File: src/rtl/lights_pkg.sv
// Shared constants and state encoding for the host pattern-update command path.
package lights_pkg;

  localparam logic [7:0] CMD_WRITE = 8'h77;
  localparam logic [7:0] RSP_OK    = 8'h6F;
  localparam logic [7:0] RSP_ERR   = 8'h3F;

  localparam int unsigned DATA_BYTES_DEF = 9;
  localparam int unsigned PATTERN_W      = 8 * DATA_BYTES_DEF;

  typedef enum logic [2:0] {
    ST_IDLE,
    ST_ADDR,
    ST_DATA,
    ST_WRITE,
    ST_RESP
  } cmd_state_t;

endpackage

File: src/rtl/cmd_timeout_ctr.sv
// Inter-byte timeout counter: counts enabled cycles since the last clear and
// flags the cycle in which LIMIT cycles will have elapsed at the next edge.
module cmd_timeout_ctr #(
  parameter int unsigned LIMIT = 2500000
) (
  input  logic clk,
  input  logic rst_n,
  input  logic en,
  input  logic clr,
  output logic expire
);

  localparam int unsigned W = $clog2(LIMIT + 1);

  logic [W-1:0] cnt;

  always_ff @(posedge clk) begin
    if (!rst_n || clr || !en) begin
      cnt <= '0;
    end else begin
      cnt <= cnt + 1'b1;
    end
  end

  assign expire = en && !clr && (cnt == W'(LIMIT - 1));

endmodule

File: src/rtl/pattern_cmd_ctrl.sv
// Host "w" [ADDR] [DATA_BYTES bytes] frame parser issuing one handshaked pattern
// write and an "o"/"?" response. Optional macro CMD_TIMEOUT_EN adds an inter-byte timeout.
module pattern_cmd_ctrl
  import lights_pkg::*;
#(
  parameter int unsigned ADDR_W         = 8,
  parameter int unsigned DATA_BYTES     = DATA_BYTES_DEF,
  parameter int unsigned TIMEOUT_CYCLES = 2500000
) (
  input  logic                    clk,
  input  logic                    rst_n,
  input  logic [7:0]              rx_data,
  input  logic                    rx_valid,
  output logic [7:0]              tx_data,
  output logic                    tx_start,
  input  logic                    tx_busy,
  output logic [ADDR_W-1:0]       wr_addr,
  output logic [8*DATA_BYTES-1:0] wr_data,
  output logic                    wr_en,
  input  logic                    wr_ready,
  output logic                    busy,
  output logic                    overrun,
  output logic                    timeout
);

  localparam int unsigned PW    = 8 * DATA_BYTES;
  localparam int unsigned CNT_W = (DATA_BYTES > 1) ? $clog2(DATA_BYTES) : 1;
  localparam logic [CNT_W-1:0] LAST = CNT_W'(DATA_BYTES - 1);

  cmd_state_t state_q, state_d;
  logic [CNT_W-1:0] cnt;
  // Only the first DATA_BYTES-1 bytes need storing; the last one is taken straight from rx_data.
  logic [PW-9:0]    shift;
  logic             tmo_hit;

`ifdef CMD_TIMEOUT_EN
  logic tmo_en;
  assign tmo_en = (state_q == ST_ADDR) || (state_q == ST_DATA);

  cmd_timeout_ctr #(
    .LIMIT(TIMEOUT_CYCLES)
  ) u_timeout (
    .clk   (clk),
    .rst_n (rst_n),
    .en    (tmo_en),
    .clr   (rx_valid),
    .expire(tmo_hit)
  );
`else
  assign tmo_hit = 1'b0;
`endif

  always_ff @(posedge clk) begin
    if (!rst_n) begin
      state_q <= ST_IDLE;
    end else begin
      state_q <= state_d;
    end
  end

  always_comb begin
    state_d  = state_q;
    wr_en    = 1'b0;
    tx_start = 1'b0;
    unique case (state_q)
      ST_IDLE: begin
        if (rx_valid) state_d = (rx_data == CMD_WRITE) ? ST_ADDR : ST_RESP;
      end
      ST_ADDR: begin
        if (rx_valid)     state_d = ST_DATA;
        else if (tmo_hit) state_d = ST_IDLE;
      end
      ST_DATA: begin
        if (rx_valid && cnt == LAST) state_d = ST_WRITE;
        else if (tmo_hit)            state_d = ST_IDLE;
      end
      ST_WRITE: begin
        wr_en = 1'b1;
        if (wr_ready) state_d = ST_RESP;
      end
      ST_RESP: begin
        if (!tx_busy) begin
          tx_start = 1'b1;
          state_d  = ST_IDLE;
        end
      end
      default: state_d = ST_IDLE;
    endcase
  end

  assign busy = (state_q != ST_IDLE);

  always_ff @(posedge clk) begin
    if (!rst_n) begin
      cnt     <= '0;
      shift   <= '0;
      wr_addr <= '0;
      wr_data <= '0;
      tx_data <= '0;
      overrun <= 1'b0;
      timeout <= 1'b0;
    end else begin
      timeout <= tmo_hit;
      unique case (state_q)
        ST_IDLE: begin
          if (rx_valid && rx_data != CMD_WRITE) tx_data <= RSP_ERR;
        end
        ST_ADDR: begin
          if (rx_valid) begin
            wr_addr <= ADDR_W'(rx_data);
            cnt     <= '0;
          end
        end
        ST_DATA: begin
          if (rx_valid) begin
            shift <= {shift[PW-17:0], rx_data};
            if (cnt == LAST) begin
              wr_data <= {shift, rx_data};
              cnt     <= '0;
            end else begin
              cnt <= cnt + 1'b1;
            end
          end
        end
        ST_WRITE: begin
          if (rx_valid) overrun <= 1'b1;
          if (wr_ready) tx_data <= RSP_OK;
        end
        ST_RESP: begin
          if (rx_valid) overrun <= 1'b1;
        end
        default: ;
      endcase
    end
  end

endmodule

File: config.mk
export PLATFORM = sky130hd
export DESIGN_NAME = pattern_cmd_ctrl
export DESIGN_NICKNAME = d
export VERILOG_FILES = /design/src/rtl/lights_pkg.sv /design/src/rtl/cmd_timeout_ctr.sv /design/src/rtl/pattern_cmd_ctrl.sv
export SDC_FILE = /design/constraint.sdc
export NUM_CORES = 1
export LEC_CHECK = 0
export CORE_UTILIZATION = 48
export CTS_BUF_LIST = sky130_fd_sc_hd__clkbuf_4
export CTS_CLUSTER_SIZE = 10
export DETAILED_ROUTE_END_ITERATION = 12
export HOLD_SLACK_MARGIN = 0.15
export PLACE_DENSITY = 0.77
export SLEW_MARGIN = 10
export SYNTH_ARGS = -nofsm -noshare
export SYNTH_HDL_FRONTEND = slang
export SYNTH_HIERARCHICAL = 1
export SYNTH_SLANG_ARGS = --single-unit
File: constraint.sdc
create_clock -name clk -period 1.51 [get_ports clk]
set_input_delay 0.3775 -clock clk [delete_from_list [all_inputs] [get_ports clk]]
set_output_delay 0.3775 -clock clk [all_outputs]
set_load 0.05 [all_outputs]
==> results of run 1 <==
[logic make-up after synthesis]
family	count (synthesis)
and+or+nand+nor	322
AOI/OAI and AO/OA	162
DFF	155
buffers and inverters	62
adders and majority gates	2
other	1
[power groups by stage]
stage	clock [mW]	sequential, mW	combinational (mW)
2_1_floorplan	0	4.22	0.162
6_report	2.64	4.11	0.466
3_3_place_gp	0	4.20	0.345
5_1_grt	2.80	4.11	0.475
4_1_cts	2.48	4.11	0.405
3_5_place_dp	0	4.21	0.350
[path summary, 6_finish.rpt]
check / to / slack [ps] / cells past startpoint
worst max-delay path: shift[15] / -510 / 8
worst min-delay path: wr_data[66] / 490 / 2
worst max register to register: shift[15] / -510 / 8
worst min register to register: wr_data[66] / 490 / 2
[sequential cells by signal, summed over array words and instances, names as in the netlist]
name / count
overrun: 1
tx_data: 3
cnt: 4
state_q: 3
wr_data: 72
wr_addr: 8
shift: 64
[area by class of cell]
type                    count  area [sq um]  share of cell area [%]
well taps                 143           179                    1.70
inverters                   5          21.3                   0.202
clock buffers              17           128                    1.21
multi-input cells         488          3440                    32.7
repair buffers            203          3370                    32.0
flip-flops and latches    155          3230                    30.7
clock inverters            15           154                    1.46
[per-layer routing]
layer / vias up / global-route usage [%] / routed length (microns)
met1: 3086 / 31.0 / 9100
li1: 2616 / - / -
met5: - / 0 / 0
met4: 0 / 18.6 / 2120
met2: 514 / 52.6 / 13100
met3: 187 / 5.47 / 1960
[timing repair]
action	4_1_cts	5_1_grt
gates cloned	12	8
resized for setup	171	305
hold buffers	0	0
setup buffers	30	13
setup endpoints to repair	79	243
pin swaps	61	130
[stage by stage]
step	cell area (sq um)	TNS (ps)	util (%)	setup WS, ps
6_report	10500	-53550	91.8	-510
3_5_place_dp	7860	-59410	68.6	-464
3_3_place_gp	7860	-56500	68.6	-402
5_1_grt	10500	-57110	91.8	-620
2_1_floorplan	5680	0	-	35.4
4_1_cts	9300	-27160	81.1	-371
[placed cells by master, fill, tap and decap left out, types with 2 or more instances in the layout]
| master | instances |
|---|---|
| buf_12 | 108 |
| nand2_4 | 84 |
| inv_8 | 6 |
| clkinvlp_4 | 2 |
| clkdlybuf4s50_1 | 12 |
| inv_6 | 3 |
| a21oi_2 | 120 |
| a21oi_4 | 3 |
| nand4b_1 | 3 |
| buf_16 | 11 |
| nand2_2 | 14 |
| o21a_1 | 2 |
| nand2_1 | 195 |
| nor2_1 | 5 |
| buf_4 | 37 |
| a21oi_1 | 25 |
| clkinv_8 | 2 |
| buf_8 | 2 |
| clkbuf_16 | 6 |
| inv_1 | 3 |
| dfxtp_4 | 8 |
| buf_6 | 26 |
| conb_1 | 2 |
| dfxtp_2 | 79 |
| nor3b_4 | 2 |
| clkbuf_4 | 17 |
| dfxtp_1 | 68 |
[worst max-delay path, cell delays in order (launching register included)]
cell       delay [ps]
dfxtp_4           400
buf_4             160
buf_6             140
and4bb_4          370
buf_12            130
buf_12            120
bufbuf_16         260
nand2_1           100
a21oi_2           250
==> out/qor.csv, run 1 <==
metric,value,unit
first-pass GRT wire length,28.3,mm
syn avg cell area,8.05,sq um
grt ovf,0,
Min Hold Slack,493,ps
type of origin of the critical path,flip-flop,
clock sink count,155,
CP max FO,6,
clk_skew,23.5,ps
post-synthesis sequential area ratio,54.7,%
number of port buffers,103,
r2r startpoint,state_q[0],
Fmax,495,MHz
post-route setup slack,-510,ps
sw frac,30.2,%
Synth Area in Simple Gates,23.2,%
CTS tree,yes,
minimum clock period,2020,ps
"FFs w/ async S/R, synth",0,%
Int Pwr,5.04,mW
Psw,2.18,mW
FILL cells,394,
Worst IR Drop VDD,1.05,mV
overall routing resource usage,29.1,%
Die Footprint,12200,sq um
Tot Pwr,7.21,mW
clock network fraction of design power,36.6,%
"Clk pin slew, worst setup/hold paths",160,ps
leak pwr,4.68,nW
core area,11500,sq um
Ports,106,
H-tree levels,4,
outcome,"complete, but fails checks",
number of synthesized flops with an enable pin,0,
largest net degree at the start of global routing,52,
dominant cell by count in the synthesized netlist,nand2_1,
CTS max path bufs,2,
mux contribution to synthesized area,0,%
drt initial violations,633,
Final Hold Viols,0,
FP Rows,39,
Synth Area in XOR/XNOR,0,%
die height,111,microns
sequential share of power,56.9,%
Routed wire per std cell,25.6,microns
CP Class,flip-flop to flip-flop,
Synth area leader,dfxtp_1,
Synth area leaders,"dfxtp_1 (55%), nand2_1 (19%), a21oi_1 (13%)",
CP endpoint kind,flip-flop,
worst path required time,2020,ps
failing checks,negative setup slack,
main flop type after synthesis,dfxtp_1,
compound-cell area share of the yosys netlist,15.0,%
final setup violation count,163,
RSZ-0062 raised after global routing,yes,
Vias/cell,6.24,
Synth top area share,54.7,%
PD cells,685,nW/um^2
Synth Area in Adders,0.441,%
Post-DRT Antenna Nets,0,
Placed Cells,932,
Seq cells post-synth,155,
Final Cycle Share,134,%
final layout net count,885,
"Arr. time, crit path",2530,ps
Routed WL,26.3,mm
Commonest cells post-synth,"nand2_1 (293), dfxtp_1 (155), a21oi_1 (148), clkbuf_1 (20), buf_2 (17)",
ant diodes,0,
DRC viols,0,
post-synthesis cell count,704,
Initial Util,49.4,%
share of layout cells above drive strength 1,62.3,%
initial antenna violation count,0,
Die Width,111,microns
max-slew violations,0,
Gate power share,6.5,%
total clock buffers created by CTS,17,
synth warn,6,
HPWL Detailed,9.52,mm
Worst-Skew Late Latency,590,ps
Final Non-Filler Cells,1026,
routability cong.,0.798,
synth unique cells,39,
MaxCap Viol Count,0,
DRT Pass-1 Iters,7,
number of global-route vias before repair,5758,
CTS root buf,clkbuf_4,
Hold Path Class,flip-flop to flip-flop,
Synth Cell Area,5670,sq um
main combinational cell family by area after synthesis,simple AND/OR/NAND/NOR gates,
HP Start,shift[58],
DR vias,6403,
synth-to-layout area growth,85.7,%
Worst Setup SP,state_q[0],
Power figures use the tool's default switching activity.
==> run 2, diff against run 1 <==
Settings changed: CORE_UTILIZATION 48 to 54, PLACE_DENSITY 0.77 to 0.82.
Clock period 1.51 ns to 2.2 ns, I/O delays scaled along.
==> run 2 against run 1 <==
Compared with the run above: the flow now finishes without violations; count of clock-buffer cells in the layout increased by 1; cell area decreased by 33%; first-iteration DRC count decreased by 56%; largest cell class is now sequential cells; highest routed layer unchanged.
==> out/qor.csv, run 2 (synthesis results as in run 1) <==
metric,value,unit,change
"delay-heaviest family, CP",simple AND/OR/NAND/NOR gates,,
Slowest Stage Delay on Critical Path,420,ps,+20 ps
FILL cells,889,,+130%
final setup violation count,0,,-100%
ant diodes,0,,unchanged
slew of the pin with the lowest slew margin,537,ps,
hold path depth,2,,unchanged
Final Non-Filler Cells,941,,-8.3%
Die Footprint,10900,sq um,-11%
MaxCap Viol Count,0,,unchanged
CP max FO,13,,+7
DR vias,4906,,-23%
core area,10200,sq um,-11%
type of origin of the critical path,flip-flop,,
total clock buffers created by CTS,17,,unchanged
Placed Cells,909,,-2.5%
Hold Path Class,flip-flop to flip-flop,,
DRC viols,0,,unchanged
Worst IR Drop VDD,0.404,mV,-61%
"Arr. time, crit path",1550,ps,-980 ps
DRT Pass-1 Iters,5,,-2
overall routing resource usage,24.2,%,-4.9 points
CTS root buf,clkbuf_4,,
drt initial violations,277,,-56%
Slowest cell on crit path,dfxtp_2,,
CTS max path bufs,2,,unchanged
max-slew violations,0,,unchanged
minimum clock period,2100,ps,
routability cong.,0.769,,-3.7%
Die Width,104,microns,-5.6%
CP endpoint kind,output port,,
Ports,106,,unchanged
Final Cycle Share,95.5,%,
setup TNS,0,ps,+53550 ps
H-tree levels,4,,unchanged
CTS tree,yes,,
grt ovf,0,,unchanged
Post-DRT Antenna Nets,0,,unchanged
number of global-route vias before repair,4771,,-17%
Routed WL,12.5,mm,-52%
leak pwr,2.72,nW,-42%
Fmax,476,MHz,
Vias/cell,5.21,,-16%
"critical path, cell by cell",nor3b_4 -> nor2b_2 -> buf_12,,
Initial Util,55.4,%,+6.0 points
worst path required time,1650,ps,-370 ps
number of port buffers,103,,unchanged
CP Class,flip-flop to output port,,
clk_skew,18.9,ps,-4.62 ps
largest net degree at the start of global routing,45,,-13%
Final Hold Viols,0,,unchanged
Routed wire per std cell,13.3,microns,-48%
first-pass GRT wire length,21.5,mm,-24%
"Clk pin slew, worst setup/hold paths",130,ps,-30 ps
Worst-Skew Late Latency,530,ps,-60 ps
Buf/Inv on CP,1,,-4
FP Rows,37,,-5.1%
share of layout cells above drive strength 1,8.57,%,-54 points
Critical Path Stages,3,,-5
initial antenna violation count,0,,unchanged
clock sink count,155,,unchanged
Tot Pwr,4.65,mW,-36%
biggest regs,"wr_data (72), shift (64), wr_addr (8)",,
most frequent cells in the layout,"nand2_1 (293), dfxtp_1 (152), a21oi_1 (148), dlygate4sd2_1 (88), clkbuf_4 (18)",,
synth-to-layout area growth,23.7,%,
Largest Register,wr_data,,
"most common cell after layout, fill and taps aside",nand2_1,,
reg2reg path depth,7,,-1
headroom to the max-slew limit,64.4,%,
PD cells,663,nW/um^2,-3.3%
max reg flops,72,,unchanged
final layout net count,807,,-8.8%
outcome,"complete, no violations",,
RSZ-0062 raised after global routing,no,,
HPWL Detailed,8.59,mm,-9.7%
die height,104,microns,-5.6%
run 2: through the flow:
stage	utilization, %	area [sq um]	worst slack (ps)	hold slack, ps
after CTS	68.5	7000	1.99	461
after global routing	68.6	7010	3.51	480
after floorplan	-	5670	192	432
final	68.6	7010	99.1	452
after global placement	66.8	6830	55.5	441
after detailed placement	66.8	6830	-44.7	448
run 2: routing by layer:
metal / vias up / share of wire, % / GRT usage, %
met5: - / 0 / 0
met2: 143 / 51 / 41.3
met3: 25 / 4.6 / 5.83
li1: 2450 / - / -
met1: 2288 / 42 / 29.2
met4: 0 / 1.9 / 10.2
run 2: area by class of cell:
cell class,instances,area (sq um),share of cell area (%)
clock buffers,18,135,1.93
multi-input cells,488,2210,31.6
flip-flops and latches,155,3110,44.3
inverters,5,21.3,0.303
clock inverters,14,136,1.94
well taps,136,170,2.43
repair buffers,125,1230,17.5
run 2: path summary, 6_finish.rpt:
path	start	end	slack [ps]
max	state_q[0]	tx_start	100
min	overrun	overrun	450
max reg2reg	cnt[0]	wr_data[32]	450
min reg2reg	overrun	overrun	450
run 2: worst reg2reg max path: cells and delay by family, from the launching register on:
kind	cells	cell delay (ps)
and+or+nand+nor	3	770
DFF	1	360
buffers and inverters	2	280
AOI/OAI and AO/OA	1	70
adders and majority gates	1	180
run 2: power breakdown:
| group | total [mW] | internal [mW] | leakage (nW) | switching [mW] |
|---|---|---|---|---|
| clock | 1.63 | 0.594 | 0.129 | 1.03 |
| sequential | 2.82 | 2.81 | 1.25 | 0.00775 |
| combinational | 0.204 | 0.0743 | 1.34 | 0.130 |
run 2: repair_timing:
item,in CTS,in global routing
hold buffers,0,0
resized for setup,92,3
endpoints found under the setup margin,89,2
setup buffers,0,0
==> run 3, diff against run 2 <==
Settings changed: GPL_ROUTABILITY_DRIVEN set to 0, TNS_END_PERCENT set to 1.
==> results of run 3 <==
No change in the layout: final DEF, timing and power equal those of run 2.
